$ cat config.mk
export PLATFORM = sky130hd
export DESIGN_NAME = bolucu
export DESIGN_NICKNAME = d
export VERILOG_FILES = /design/src/rtl/bolucu_pkg.sv /design/src/rtl/bolucu_toplayici.sv /design/src/rtl/bolucu.sv
export SDC_FILE = /design/constraint.sdc
export NUM_CORES = 1
export LEC_CHECK = 0
export CORE_AREA = 5 5 170 172
export DETAILED_ROUTE_END_ITERATION = 8
export DIE_AREA = 0 0 175 177
export DONT_BUFFER_PORTS = 1
export SKIP_CTS_REPAIR_TIMING = 1
export SYNTH_ARGS = -nofsm -noshare
export SYNTH_HDL_FRONTEND = slang
export SYNTH_HIERARCHICAL = 1
export SYNTH_SLANG_ARGS = --single-unit
export TNS_END_PERCENT = 1
$ cat constraint.sdc
create_clock -name clk_i -period 9.7 [get_ports clk_i]
set_input_delay 0.485 -clock clk_i [delete_from_list [all_inputs] [get_ports clk_i]]
set_output_delay 0.485 -clock clk_i [all_outputs]
set_load 0.05 [all_outputs]
$ cat src/rtl/bolucu_pkg.sv
// Shared encodings and constants for the bolucu iterative divider.
// Operation codes mirror the RV32M funct3 low bits for DIV/DIVU/REM/REMU.
package bolucu_pkg;

  localparam logic [1:0] BOL_DIV  = 2'b00;
  localparam logic [1:0] BOL_DIVU = 2'b01;
  localparam logic [1:0] BOL_REM  = 2'b10;
  localparam logic [1:0] BOL_REMU = 2'b11;

  localparam logic [1:0] BOSTA  = 2'd0;
  localparam logic [1:0] BOL    = 2'd1;
  localparam logic [1:0] DUZELT = 2'd2;
  localparam logic [1:0] SONUC  = 2'd3;

  localparam int unsigned BOL_ADIM    = 32;
  localparam int unsigned BOL_GECIKME = 34;

  function automatic logic isaretli(input logic [1:0] islem);
    return ~islem[0];
  endfunction

  function automatic logic kalan_mi(input logic [1:0] islem);
    return islem[1];
  endfunction

endpackage

$ cat src/rtl/bolucu_toplayici.sv
// toplayici: 32-bit Kogge-Stone prefix adder with carry in/out.
// Used by bolucu for the trial subtraction of each restoring step.
module toplayici (
  input  logic [31:0] islec0_i,
  input  logic [31:0] islec1_i,
  input  logic        carry_i,
  output logic [31:0] toplam_o,
  output logic        carry_o
);

  logic [31:0] w_g [6];
  logic [31:0] w_p [6];
  logic [32:0] w_c;

  always_comb begin
    w_g[0] = islec0_i & islec1_i;
    w_p[0] = islec0_i ^ islec1_i;
    for (int unsigned s = 1; s < 6; s++) begin
      for (int unsigned i = 0; i < 32; i++) begin
        if (i >= (32'd1 << (s - 1))) begin
          w_g[s][i] = w_g[s-1][i] | (w_p[s-1][i] & w_g[s-1][i - (32'd1 << (s - 1))]);
          w_p[s][i] = w_p[s-1][i] & w_p[s-1][i - (32'd1 << (s - 1))];
        end else begin
          w_g[s][i] = w_g[s-1][i];
          w_p[s][i] = w_p[s-1][i];
        end
      end
    end
    // Group terms span down to bit 0, so carry_i folds in with one AND-OR per bit.
    w_c[0] = carry_i;
    for (int unsigned i = 0; i < 32; i++) begin
      w_c[i+1] = w_g[5][i] | (w_p[5][i] & carry_i);
    end
    toplam_o = w_p[0] ^ w_c[31:0];
    carry_o  = w_c[32];
  end

endmodule

$ cat src/rtl/bolucu.sv
// bolucu: iterative restoring divider for RV32M DIV/DIVU/REM/REMU,
// one quotient bit per cycle, valid/ready on both request and result.
module bolucu #(
  parameter int unsigned XLEN = 32
) (
  input  logic            clk_i,
  input  logic            rst_i,
  input  logic            istek_gecerli_i,
  output logic            istek_hazir_o,
  input  logic [1:0]      islem_i,
  input  logic [XLEN-1:0] bolunen_i,
  input  logic [XLEN-1:0] bolen_i,
  output logic            sonuc_gecerli_o,
  input  logic            sonuc_hazir_i,
  output logic [XLEN-1:0] sonuc_o
);
  import bolucu_pkg::*;

  logic [1:0]      r_durum;
  logic [1:0]      r_islem;
  logic [XLEN-1:0] r_bolen;
  logic [XLEN-1:0] r_kalan;
  logic [XLEN-1:0] r_bolum;
  logic [XLEN-1:0] r_sonuc;
  logic [5:0]      r_sayac;
  logic            r_q_neg;
  logic            r_r_neg;

  logic            w_isaretli;
  logic [XLEN-1:0] w_abs_a;
  logic [XLEN-1:0] w_abs_b;
  logic            w_sifir;
  logic            w_tasma;
  logic [XLEN-1:0] w_r_kay;
  logic            w_r_ust;
  logic [XLEN-1:0] w_bolen_tumler;
  logic [XLEN-1:0] w_fark;
  logic            w_carry;
  logic            w_borcsuz;
  logic [XLEN-1:0] w_secim;
  logic            w_negatif;
  logic [XLEN-1:0] w_duzeltilmis;

  assign w_isaretli = isaretli(islem_i);
  assign w_abs_a    = (w_isaretli & bolunen_i[XLEN-1]) ? ~bolunen_i + 1'b1 : bolunen_i;
  assign w_abs_b    = (w_isaretli & bolen_i[XLEN-1])   ? ~bolen_i + 1'b1   : bolen_i;
  assign w_sifir    = (bolen_i == '0);
  assign w_tasma    = w_isaretli && (bolunen_i == {1'b1, {(XLEN-1){1'b0}}}) && (bolen_i == '1);

  // Shifted-out MSB of R means R' >= 2^32 > divisor, so the step cannot borrow.
  assign w_r_ust        = r_kalan[XLEN-1];
  assign w_r_kay        = {r_kalan[XLEN-2:0], r_bolum[XLEN-1]};
  assign w_bolen_tumler = ~r_bolen;
  assign w_borcsuz      = w_r_ust | w_carry;

  toplayici u_toplayici (
    .islec0_i (w_r_kay),
    .islec1_i (w_bolen_tumler),
    .carry_i  (1'b1),
    .toplam_o (w_fark),
    .carry_o  (w_carry)
  );

  assign w_secim       = kalan_mi(r_islem) ? r_kalan : r_bolum;
  assign w_negatif     = isaretli(r_islem) & (kalan_mi(r_islem) ? r_r_neg : r_q_neg);
  assign w_duzeltilmis = w_negatif ? ~w_secim + 1'b1 : w_secim;

  always_ff @(posedge clk_i) begin
    if (rst_i) begin
      r_durum <= BOSTA;
      r_islem <= '0;
      r_bolen <= '0;
      r_kalan <= '0;
      r_bolum <= '0;
      r_sonuc <= '0;
      r_sayac <= '0;
      r_q_neg <= 1'b0;
      r_r_neg <= 1'b0;
    end else begin
      case (r_durum)
        BOSTA: begin
          if (istek_gecerli_i) begin
            r_islem <= islem_i;
            if (w_sifir) begin
              r_sonuc <= kalan_mi(islem_i) ? bolunen_i : '1;
              r_durum <= SONUC;
            end else if (w_tasma) begin
              r_sonuc <= kalan_mi(islem_i) ? '0 : bolunen_i;
              r_durum <= SONUC;
            end else begin
              r_bolen <= w_abs_b;
              r_bolum <= w_abs_a;
              r_kalan <= '0;
              r_sayac <= '0;
              r_q_neg <= w_isaretli & (bolunen_i[XLEN-1] ^ bolen_i[XLEN-1]);
              r_r_neg <= w_isaretli & bolunen_i[XLEN-1];
              r_durum <= BOL;
            end
          end
        end
        BOL: begin
          r_kalan <= w_borcsuz ? w_fark : w_r_kay;
          r_bolum <= {r_bolum[XLEN-2:0], w_borcsuz};
          r_sayac <= r_sayac + 6'd1;
          if (r_sayac == 6'(BOL_ADIM - 1)) begin
            r_durum <= DUZELT;
          end
        end
        DUZELT: begin
          r_sonuc <= w_duzeltilmis;
          r_durum <= SONUC;
        end
        SONUC: begin
          if (sonuc_hazir_i) begin
            r_durum <= BOSTA;
          end
        end
        default: r_durum <= BOSTA;
      endcase
    end
  end

  assign istek_hazir_o   = (r_durum == BOSTA);
  assign sonuc_gecerli_o = (r_durum == SONUC);
  assign sonuc_o         = r_sonuc;

endmodule

==> results.yml, run 1 <==
synthesis:
  yosys_warnings: 6
  synth-main-ff-cell: "dfxtp_1"
  ys_seq_area_frac: 0.261
  synth.distinct_cells: 89
  synth_area_per_cell_um2: 7.51
  ys_top_cells_by_count: "nand2_1, a21oi_1, dfxtp_1, nor2_1, xnor2_1"
  synth.most_common_cell: "nand2_1"
  syn_area_um2: 10700
  ys_ff_latch: 140
  synthTopCellsByArea: "dfxtp_1, a21oi_1, xnor2_1"
  synth_top_cell_by_area: "dfxtp_1"
  async_flop_share: 0
  synth_top_cell_area_share: 0.261
  synth_cells: 1427
  synth_edf_count: 0
critical_path:
  slowest_stage: "nor4_2"
  max_stage_delay_ns: 0.87
  crit_fanout: 26
  startpoint_type: "register"
  end_kind: "register"
  critPathArrivalTime_ns: 3.90
  crit_top_cell: "mux2i_1"
  critPathRequiredTime_ns: 9.98
  cp_cell_sequence: "mux2i_1 -> ha_1 -> nor4b_1 -> a2bb2o_1 -> nor4_2 -> a41oi_1 -> xnor2_1 -> mux2i_1 -> a21oi_1"
  crit_type: "register to register"
pwr:
  power_density_nw_per_um2: 178
  p_leak_nw: 4.07
  seq_power_share: 0.342
  netSwitchingPower_w: 0.000801
  peakVddDrop_mv: 0.123
  clockPowerShare: 0.319
  p_int_w: 0.00124
  share_comb_of_total_power: 0.339
  swShare: 0.393
floorplanning:
  start_util: 0.392
  die_area_um2: 31000
  row_count: 61
  core_area_um2: 27300
  ios: 104
  die-width_um: 175
  dieHeight_um: 177
timing:
  skew_ns: 0.0109
  period_share: 0.374
  hold_violations: 0
  setup_violations: 0
  min_period_ns: 3.63
  max_freq_ghz: 0.276
  rsz0062_at_grt: "no"
  maxSlewHeadroom: 0.257
  fin_tns_setup_ns: 0
  drv_slew: 0
  worst_pin_slew_ns: 1.08
placement:
  numPortBuffers: 0
  dp_hpwl_mm: 24.3
  numPlacedInstances: 1695
  gp_congestion: 0.866
cells_and_area:
  seq_area_um2: 2800
  post_layout_nonfiller_instances: 1727
  area_growth_pct: 7.18
  nets: 1480
  n_fill_cell: 2852
  multi_input_area_um2: 7370
  antenna_cells: 0
  drive_gt1_frac: 0.0854
clock_network:
  clock_sinks: 140
  root_buffer: "clkbuf_16"
  clk_pin_slew_ns: 0.06
  htree_levels: 4
  cts-buffers-inserted: 17
  cts_tree: "built"
  cts_buffer_depth: 2
  clk_latency_ns: 0.44
route:
  viasPerCell: 5.87
  num_vias: 10100
  post_drt_wl_per_cell_um: 19.4
  ant_nets: 0
  drt_iter0_drc: 839
  remaining_drc_errors: 0
  drt-pass1-iter-count: 5
  wl_mm: 33.5
job:
  maxCapViolCount: 0
global_routing:
  overflow: 0
  grt.total_usage: 0.213
  grt_pass1_vias: 9313
  antenna_found_initial: 0
  grt_pass1_wl_mm: 53.0
  grt_max_degree: 123
min_path:
  min-delay-path-class: "input pin to register"
run_status:
  status: "complete, no violations"
## flip-flops by register name, summed over array words and instances, names as in the netlist
signal   count
r_bolen     32
r_bolum     32
r_durum      2
r_islem      2
r_kalan     32
r_q_neg      1
r_r_neg      1
r_sayac      6
sonuc_o     32
## power groups by stage
stage               sequential, W  clock, W  combinational [W]
finish                   0.000697  0.000652           0.000692
global route             0.000705  0.000687           0.000771
CTS                      0.000696  0.000662           0.000688
detailed placement       0.000709         0           0.000685
global placement         0.000707         0           0.000681
floorplan                0.000690         0           0.000546
## cell families after synthesis
group,synth area share
other,0.000350
AO/OA/AOI/OAI,0.232
XOR/XNOR,0.0866
multiplexers,0.0691
AND/OR/NAND/NOR,0.230
adder cells (fa/ha/maj),0.0665
buffers and inverters,0.0540
flip-flops,0.261
## metal layers
layer / routed length (µm) / share of wire / vias up / global-route usage
met5: 0 / 0 / - / 0
met3: 1870 / 0.056 / 62 / 0.0434
met2: 16400 / 0.49 / 276 / 0.364
met4: 957 / 0.029 / 0 / 0.0707
met1: 14300 / 0.43 / 4775 / 0.268
li1: - / - / 5022 / -
## final timing paths
| path | startpoint | to | slack (ns) | cells past startpoint |
|---|---|---|---|---|
| max | r_islem[1] | sonuc_o[30] | 6.07 | 9 |
| min | rst_i | r_bolen[2] | 0.13 | 1 |
| max reg2reg | r_islem[1] | sonuc_o[30] | 6.07 | 9 |
| min reg2reg | r_q_neg | r_q_neg | 0.45 | 2 |
## worst max-delay path: cells and delay by family, from the launching register on
kind / cells / cell delay (ns)
flip-flops: 1 / 0.67
multiplexers: 2 / 0.49
XOR/XNOR: 1 / 0.18
adder cells (fa/ha/maj): 1 / 0.22
AND/OR/NAND/NOR: 2 / 1.18
AO/OA/AOI/OAI: 3 / 0.73
## metrics by stage
step	instance area (µm²)	hold slack (ns)	util	total power, W	setup WS, ns
after floorplan	10700	0.431	-	0.00124	5.74
after global placement	10900	0.434	0.399	0.00139	5.93
after detailed placement	10900	0.440	0.399	0.00139	5.83
after CTS	11500	0.110	0.421	0.00205	6.09
after global routing	11500	0.106	0.421	0.00216	5.72
final	11500	0.128	0.421	0.00204	6.07
## placed cells by master (no fill, tap or decap), drive strengths merged, types with 31 or more instances in the layout
cell	instances
mux2	32
o21ai	69
xor2	31
nor3	49
mux2i	38
dfxtp	140
nand2	172
nor2	131
ha	41
inv	56
xnor2	75
a211oi	41
a21oi	145
nand3	54
## final cells by class
| class | count | share of cell area |
|---|---|---|
| flip-flops and latches | 140 | 0.244 |
| repair buffers | 15 | 0.00980 |
| well taps | 346 | 0.0377 |
| multi-input cells | 1141 | 0.641 |
| inverters | 53 | 0.0173 |
| clock inverters | 14 | 0.0119 |
| clock buffers | 18 | 0.0382 |
(Power assumes the default switching activity.)
==> inputs of run 2 (changes only) <==
clock period = 2.9 ns   (was 9.7 ns; I/O delays follow)
==> run 2 against run 1 <==
  * The run now ends with hold timing, setup timing left
  * Register-to-register slack got worse by 6.3 ns
  * Critical path type unchanged
  * Highest routed layer unchanged
  * Critical endpoint is now r_kalan[3]
  * Sequential power rose to 3.3 times the previous value
  * Via count rose by 6.9%
==> results.yml, run 2 (synthesized netlist as in run 1, its figures left out) <==
placement:
  dp_hpwl_mm: 25.1
  numPlacedInstances: 1779
  gp_congestion: 0.900
  numPortBuffers: 0
  dp_slack_ns: -0.187
clock_network:
  cts-buffers-inserted: 17
  htree_levels: 4
  clk_pin_slew_ns: 0.06
  clock_sinks: 140
  cts_tree: "built"
  root_buffer: "clkbuf_16"
  clk_latency_ns: 0.43
  cts_buffer_depth: 2
timing:
  hold_slack_ns: -0.173
  setup_violations: 32
  setup_ws_ns: -0.218
  min_period_ns: 3.12
  max_freq_ghz: 0.321
  maxSlewHeadroom: 0.359
  worst_pin_slew_ns: 0.961
  drv_slew: 0
  rsz0062_at_grt: "yes"
  period_share: 1.08
  skew_ns: 0.0145
  hold_violations: 65
run_status:
  status: "complete, but fails checks"
  violations: "hold timing, setup timing"
floorplanning:
  die_area_um2: 31000
  row_count: 61
  core_area_um2: 27300
  die-width_um: 175
  dieHeight_um: 177
  ios: 104
  start_util: 0.392
cells_and_area:
  post_layout_nonfiller_instances: 1871
  drive_gt1_frac: 0.163
  nets: 1625
  area_growth_pct: 23.9
  final_common_cell: "nand2_1"
  antenna_cells: 0
  layout_common_cells: "nand2_1, a21oi_1, dfxtp_1"
critical_path:
  crit_type: "register to register"
  startpoint_type: "register"
  crit_top_cell: "o2111ai_4"
  critPathRequiredTime_ns: 3.21
  max_stage_delay_ns: 0.34
  slowest_stage: "mux2_2"
  critPathArrivalTime_ns: 3.42
  crit_fanout: 9
  critPathBufInv: 2
  end_kind: "register"
  cp_cell_sequence: "inv_1 -> ha_4 -> a21o_1 -> a21oi_4 -> a211oi_4 -> o2111ai_4 -> o2111ai_4 -> nand2_2 -> o221ai_2 -> o21ai_1 -> nand2b_1 -> nor2_4 -> buf_12 -> mux2_2 -> nand3_1 -> a21oi_1"
  path_delay_family: "compound AO/OA/AOI/OAI gates"
min_path:
  min-delay-path-class: "input pin to register"
job:
  maxCapViolCount: 0
route:
  num_vias: 10800
  wl_mm: 35.2
  ant_nets: 0
  drt_iter0_drc: 919
  remaining_drc_errors: 0
  drt-pass1-iter-count: 6
  viasPerCell: 5.79
  post_drt_wl_per_cell_um: 18.8
global_routing:
  grt_pass1_vias: 9576
  grt.total_usage: 0.212
  overflow: 0
  antenna_found_initial: 0
  grt_max_degree: 123
  grt_pass1_wl_mm: 53.2
pwr:
  power_density_nw_per_um2: 577
  peakVddDrop_mv: 0.310
  p_leak_nw: 5.03
[run 2: area by class of cell]
| class | count | area (µm²) |
|---|---|---|
| Tap cell | 346 | 433 |
| Clock buffer | 21 | 460 |
| Inverter | 53 | 199 |
| Timing Repair Buffer | 160 | 1480 |
| Multi-Input combinational cell | 1141 | 7710 |
| Sequential cell | 140 | 2810 |
| Fill cell | 2598 | 14000 |
| Clock inverter | 10 | 189 |
[run 2: stage by stage]
| step | TNS [ns] | hold WS (ns) | power (W) | area [µm²] | util |
|---|---|---|---|---|---|
| final | -5.40 | -0.173 | 0.00766 | 13300 | 0.486 |
| after CTS | -5.59 | -0.222 | 0.00740 | 12400 | 0.452 |
| after floorplan | -4.21 | 0.273 | 0.00422 | 10900 | - |
| after detailed placement | -5.20 | 0.237 | 0.00494 | 11700 | 0.428 |
| after global routing | -10.45 | -0.208 | 0.00806 | 13300 | 0.486 |
| after global placement | -3.93 | 0.232 | 0.00492 | 11700 | 0.428 |
[run 2: routing by layer]
metal / up-vias / global-route usage / wire (µm)
met5: - / 0 / 0
met4: 0 / 0.0779 / 1010
met3: 52 / 0.0397 / 1710
met2: 248 / 0.360 / 17200
met1: 5218 / 0.270 / 15300
li1: 5313 / - / -
[run 2: final timing paths]
| check | slack (ns) | to | cells past startpoint | from |
|---|---|---|---|---|
| max reg2reg | -0.22 | r_kalan[3] | 16 | r_bolen[2] |
| min reg2reg | 0.49 | r_bolum[21] | 2 | r_bolum[21] |
| min | -0.17 | r_kalan[13] | 1 | rst_i |
| max | -0.22 | r_kalan[3] | 16 | r_bolen[2] |
[run 2: power breakdown]
part / leakage [nW] / switching [W] / internal (W) / total (W)
Sequential: 1.14 / 0.000212 / 0.00212 / 0.00233
Combinational: 3.57 / 0.00166 / 0.00122 / 0.00288
Clock: 0.313 / 0.000877 / 0.00157 / 0.00245
Total: 5.03 / 0.00274 / 0.00491 / 0.00766
